## src/rtl/uart_stream_pkg.sv

```systemverilog
`timescale 1ns/1ps
`default_nettype none
// ============================================================================
// Module   : uart_stream_pkg
// Purpose  : Shared FSM state type and packet sizing for uart_stream_arbiter.
// Revision : 1.0  initial release
// ============================================================================
package uart_stream_pkg;

    typedef enum logic [1:0] {
        IDLE      = 2'd0,
        ISSUE     = 2'd1,
        WAIT_ACK  = 2'd2,
        WAIT_DONE = 2'd3
    } state_t;

    localparam int unsigned MONO_BYTES = 3;
    localparam int unsigned DUAL_BYTES = 5;
    localparam int unsigned PKT_W      = 8 * DUAL_BYTES;

    // Index of the final byte of a packet of the given kind.
    function automatic logic [2:0] last_index(input logic dual);
        return dual ? 3'(DUAL_BYTES - 1) : 3'(MONO_BYTES - 1);
    endfunction

endpackage
`default_nettype wire

```

## src/rtl/uart_stream_arbiter.sv

```systemverilog
`timescale 1ns/1ps
`default_nettype none
// ============================================================================
// Module   : uart_stream_arbiter
// Purpose  : Packs mono or decimated dual audio samples into framed byte
//            packets and hands them one at a time to a UART transmitter.
// Revision : 1.0  initial release
// ============================================================================
module uart_stream_arbiter
    import uart_stream_pkg::*;
#(
    parameter int unsigned DUAL_DECIM = 2,
    parameter logic [7:0]  MONO_HDR   = 8'hA5,
    parameter logic [7:0]  DUAL_HDR   = 8'h5A
) (
    input  logic        clk_in,
    input  logic        rst_in,
    input  logic        enable_in,
    input  logic        mode_in,
    input  logic [15:0] mono_data_in,
    input  logic        mono_valid_in,
    input  logic [31:0] dual_data_in,
    input  logic        dual_valid_in,
    input  logic        tx_busy_in,
    output logic [7:0]  byte_out,
    output logic        byte_trigger_out,
    output logic        busy_out,
    output logic [15:0] drop_count_out
);

    localparam int unsigned c_dcnt_w = (DUAL_DECIM > 1) ? $clog2(DUAL_DECIM) : 1;
    localparam logic [c_dcnt_w-1:0] c_decim_last = c_dcnt_w'(DUAL_DECIM - 1);

    state_t                r_state;
    state_t                w_state_nxt;
    logic                  r_mode_prev;
    logic [c_dcnt_w-1:0]   r_decim_cnt;
    logic [c_dcnt_w-1:0]   w_decim_base;
    logic [c_dcnt_w-1:0]   w_decim_nxt;
    logic                  r_pend_valid;
    logic                  r_pend_dual;
    logic [31:0]           r_pend_data;
    logic [15:0]           r_drop_cnt;
    logic [PKT_W-1:0]      r_shift;
    logic [2:0]            r_byte_idx;
    logic                  r_pkt_dual;

    logic                  w_mode_change;
    logic                  w_flush;
    logic                  w_mono_acc;
    logic                  w_dual_strobe;
    logic                  w_dual_fwd;
    logic                  w_accept;
    logic [31:0]           w_accept_data;
    logic                  w_drop;
    logic                  w_load;
    logic                  w_advance;
    logic                  w_trigger;
    logic                  w_last;

    // ------------------------------------------------------------------
    // Source selection and decimation
    // ------------------------------------------------------------------
    assign w_mode_change = (mode_in != r_mode_prev);
    assign w_flush       = w_mode_change | ~enable_in;
    assign w_mono_acc    = enable_in & ~mode_in & mono_valid_in;
    assign w_dual_strobe = enable_in &  mode_in & dual_valid_in;

    // A mode switch restarts decimation, including for a strobe in that cycle.
    always_comb begin
        w_decim_base = w_mode_change ? '0 : r_decim_cnt;
        w_decim_nxt  = w_decim_base;
        if (w_dual_strobe) begin
            w_decim_nxt = (w_decim_base == c_decim_last) ? '0 : w_decim_base + 1'b1;
        end
    end

    assign w_dual_fwd    = w_dual_strobe & (w_decim_base == '0);
    assign w_accept      = w_mono_acc | w_dual_fwd;
    assign w_accept_data = mode_in ? dual_data_in : {16'h0000, mono_data_in};

    // Overwriting a live sample is a drop; replacing one that is leaving now is not.
    assign w_drop = w_accept & r_pend_valid & ~w_load & ~w_flush;

    always_ff @(posedge clk_in or negedge rst_in) begin
        if (!rst_in) begin
            r_mode_prev  <= 1'b0;
            r_decim_cnt  <= '0;
            r_pend_valid <= 1'b0;
            r_pend_dual  <= 1'b0;
            r_pend_data  <= '0;
            r_drop_cnt   <= '0;
        end else begin
            r_mode_prev <= mode_in;
            r_decim_cnt <= w_decim_nxt;
            if (w_accept) begin
                r_pend_valid <= 1'b1;
                r_pend_dual  <= mode_in;
                r_pend_data  <= w_accept_data;
            end else if (w_load || w_flush) begin
                r_pend_valid <= 1'b0;
            end
            if (w_drop && (r_drop_cnt != 16'hFFFF)) begin
                r_drop_cnt <= r_drop_cnt + 16'd1;
            end
        end
    end

    // ------------------------------------------------------------------
    // Packet sequencer
    // ------------------------------------------------------------------
    assign w_last = (r_byte_idx == last_index(r_pkt_dual));

    always_ff @(posedge clk_in or negedge rst_in) begin
        if (!rst_in) begin
            r_state <= IDLE;
        end else begin
            r_state <= w_state_nxt;
        end
    end

    always_comb begin
        w_state_nxt = r_state;
        w_load      = 1'b0;
        w_advance   = 1'b0;
        w_trigger   = 1'b0;
        case (r_state)
            IDLE: begin
                if (r_pend_valid && !tx_busy_in) begin
                    w_state_nxt = ISSUE;
                    w_load      = 1'b1;
                end
            end
            ISSUE: begin
                w_trigger   = 1'b1;
                w_state_nxt = WAIT_ACK;
            end
            WAIT_ACK: begin
                if (tx_busy_in) begin
                    w_state_nxt = WAIT_DONE;
                end
            end
            WAIT_DONE: begin
                if (!tx_busy_in) begin
                    if (w_last) begin
                        w_state_nxt = IDLE;
                    end else begin
                        w_state_nxt = ISSUE;
                        w_advance   = 1'b1;
                    end
                end
            end
            default: begin
                w_state_nxt = IDLE;
            end
        endcase
    end

    // Header sits in the low byte so byte_out is always the bottom of the shifter.
    always_ff @(posedge clk_in or negedge rst_in) begin
        if (!rst_in) begin
            r_shift    <= '0;
            r_byte_idx <= '0;
            r_pkt_dual <= 1'b0;
        end else if (w_load) begin
            r_shift    <= {r_pend_data, (r_pend_dual ? DUAL_HDR : MONO_HDR)};
            r_byte_idx <= 3'd0;
            r_pkt_dual <= r_pend_dual;
        end else if (w_advance) begin
            r_shift    <= {8'h00, r_shift[PKT_W-1:8]};
            r_byte_idx <= r_byte_idx + 3'd1;
        end
    end

    assign byte_out         = r_shift[7:0];
    assign byte_trigger_out = w_trigger;
    assign busy_out         = (r_state != IDLE);
    assign drop_count_out   = r_drop_cnt;

endmodule
`default_nettype wire

```

## config.mk

```make
export PLATFORM = sky130hd
export DESIGN_NAME = uart_stream_arbiter
export DESIGN_NICKNAME = d
export VERILOG_FILES = /design/src/rtl/uart_stream_pkg.sv /design/src/rtl/uart_stream_arbiter.sv
export SDC_FILE = /design/constraint.sdc
export NUM_CORES = 1
export LEC_CHECK = 0
export ABC_AREA = 1
export CAP_MARGIN = 20
export CELL_PAD_IN_SITES_DETAIL_PLACEMENT = 1
export CELL_PAD_IN_SITES_GLOBAL_PLACEMENT = 2
export CORE_MARGIN = 10
export CORE_UTILIZATION = 28
export CTS_CLUSTER_SIZE = 24
export DETAILED_ROUTE_END_ITERATION = 6
export PLACE_DENSITY_LB_ADDON = 0.1
export SYNTH_ARGS = -nofsm -noshare
export SYNTH_HDL_FRONTEND = slang
export SYNTH_SLANG_ARGS = --single-unit
```

## constraint.sdc

```tcl
create_clock -name clk_in -period 1.4 [get_ports clk_in]
set_input_delay 0.35 -clock clk_in [delete_from_list [all_inputs] [get_ports clk_in]]
set_output_delay 0.35 -clock clk_in [all_outputs]
set_load 0.01 [all_outputs]
```

==> impl_metrics.tcl <==
set metrics [dict create \
    min_period_ns 1.63 \
    startpoint_type "flip-flop" \
    numCtsBuffers 9 \
    firstDrtPassIters 4 \
    cap_violations 0 \
    slew_viol_final 0 \
    seq_area_frac_synth 0.490 \
    ys_ff_latch 98 \
    intPower_uw 7040 \
    synth_edf_count 0 \
    wl_mm 18.3 \
    vias 5005 \
    dpl.hpwl_mm 11.9 \
    placed_cell_area_um2 6550 \
    dieHeight_um 154 \
    syn_to_final_growth_pct 71.8 \
    setup_tns_ns -13.21 \
    power_density_nw_per_um2 1290 \
    rsz0062_at_grt "true" \
    finalHoldViolCount 0 \
    switching_share 0.367 \
    setup_violations 95 \
    cts_buffer_depth 2 \
    endpoint_kind "flip-flop" \
    combPwrFrac 0.401 \
    die_w_um 154 \
    syn_area_um2 5000 \
    grt_overflow 0 \
    min_path_type "input pin to flip-flop" \
    clock_power_share 0.237 \
    fmax_mhz 613 \
    drt_iter0_drc 130 \
    initial_utilization 0.287 \
    seq_power_share 0.362 \
    cts_tree "yes" \
    holdWs_ns 0.328 \
    portBuffers 80 \
    syn_area_per_cell_um2 7.59 \
    final_layout_size_suffix_gt1_frac 0.404 \
    synth.top_cells.by_area "dfrtp_1, nand2_1, nand3_1" \
    ys_warn_count 0 \
    wl_per_cell_um 17.3 \
    core-area_um2 17400 \
    max_slew_margin 0.730 \
    grt_pass1_vias 5650 \
    root_buffer "clkbuf_16" \
    io_pins 81 \
    synth.most_common_cell "nand2_1" \
    nets 890 \
    dieArea_um2 23600 \
    gp_routability_congestion 0.762 \
    fin_area_um2 8600 \
    synth.distinct_cells 27 \
    grt_max_degree 35 \
    htree_levels 3 \
    syn_inst 659 \
    placementRows 48 \
    grt_pass1_wl_mm 30.0 \
    antenna_found_initial 0 \
    ys_top_cells_by_count "nand2_1, dfrtp_1, nand3_1" \
    clkSinkCount 98 \
    track_usage 0.155 \
    clk_pin_slew_ns 0.07 \
    fin_crit_sh 1.16 \
    final_util 0.494 \
    path_class "flip-flop to flip-flop" \
    fillCellCount 1979 \
    postSynth.asyncResetShare 1.00 \
    clock_skew_ns 0.0123 \
    crit_arrival_ns 1.87 \
    fin_ws_ns -0.230 \
    synth_nets 722 \
    worst_pin_slew_ns 0.404 \
    insertion_delay_ns 0.35 \
    vias_per_cell 4.73 \
    yosys.area.top_type "dfrtp_1" \
    critical_path_required_ns 1.64 \
    status "complete, but fails checks" \
    power.switching_uw 4070 \
    synth_flop_cell "dfrtp_1" \
    yosysTopAreaCellShare 0.490 \
    ant_nets 0 \
    leakagePower_uw 0.00424 \
    ir_drop_mv 0.808 \
    critPathMaxFanout 6 \
    violations "negative setup slack" \
    drc_errors 0 \
]
[area by class of cell]
cell class | instances | area [µm²] | share of cell area
antenna | 1 | 2.50 | 0.000291
clock buffer | 11 | 243 | 0.0282
clock inverter | 5 | 60.1 | 0.00698
inverter | 35 | 168 | 0.0195
multi-input combinational | 487 | 3240 | 0.376
sequential | 98 | 2450 | 0.285
tap | 225 | 282 | 0.0327
timing repair buffer | 193 | 2100 | 0.245
timing repair inverter | 3 | 48.8 | 0.00568
[state kept, by name, indices dropped and copies added (netlist names)]
signal,cells
r_state,2
r_decim_cnt,1
r_shift,40
r_mode_prev,1
r_pend_dual,1
r_byte_idx,3
r_pend_valid,1
drop_count_out,16
r_pend_data,32
r_pkt_dual,1
[cell families after synthesis]
group	share of synthesized area
fa+ha+maj	0.0200
xor+xnor	0.0140
buf+inv	0.0705
flops	0.490
compound gates	0.0450
simple gates	0.360
[cells in the final DEF (no fill, tap or decap), types with 11 or more instances in the layout]
master / count
nand2_1: 197
dfrtp_1: 97
buf_4: 66
nand2_2: 59
nand3_1: 59
clkdlybuf4s50_1: 50
nand2_4: 41
inv_1: 23
nor2_1: 20
buf_12: 20
nor2_4: 17
o21ai_2: 16
buf_6: 16
clkdlybuf4s15_1: 12
nand3_2: 11
[power by group through the flow]
stage / logic [µW] / clock network [µW] / registers [µW]
2_1_floorplan: 1710 / 0 / 3830
5_1_grt: 4900 / 2820 / 4110
6_report: 4450 / 2630 / 4030
3_5_place_dp: 2960 / 0 / 3910
4_1_cts: 4020 / 2700 / 3930
3_3_place_gp: 2850 / 0 / 3870
[metrics by stage]
stage | std cells | setup slack, ns | total power, µW
4_1_cts | 1057 | -0.227 | 10700
5_1_grt | 1057 | -0.308 | 11800
6_report | 1058 | -0.230 | 11100
3_5_place_dp | 999 | -0.912 | 6870
2_1_floorplan | 659 | -0.220 | 5540
3_3_place_gp | 999 | -0.814 | 6720
[worst max-delay path: stages, from the launching register on]
cell	delay, ns
dfrtp_1	0.40
inv_2	0.09
ha_4	0.15
nand3_4	0.14
buf_12	0.18
buf_16	0.17
buf_12	0.16
nand2_4	0.06
nand2_2	0.06
nand2_2	0.05
nand2_1	0.05
[layer usage]
metal	track usage	share of wire	wire length, µm
met1	0.189	0.43	7930
met2	0.273	0.52	9600
met3	0.0340	0.031	570
met4	0.0333	0.012	222
met5	0	0	0
[path summary, 6_finish.rpt]
path / start / endpoint / slack [ns] / cells past startpoint
min in group asynchronous: rst_in / r_shift[10] / 0.46 / 2
max in group asynchronous: rst_in / drop_count_out[12] / 0.44 / 3
worst min register to register: r_pend_data[27] / r_shift[35] / 0.50 / 2
worst max register to register: r_state[0] / r_shift[4] / -0.23 / 10
worst max-delay path: r_state[0] / r_shift[4] / -0.23 / 10
worst min-delay path: mode_in / r_mode_prev / 0.33 / 1
[what timing repair did]
item | in CTS | in global routing
hold buffers | 1 | 0
gates cloned | 17 | 1
pin swaps | 48 | 48
gates resized for setup | 264 | 159
hold endpoints to repair | 18 | 0
setup endpoints to repair | 121 | 107
setup buffers | 25 | 15
Power figures use the tool's default switching activity.
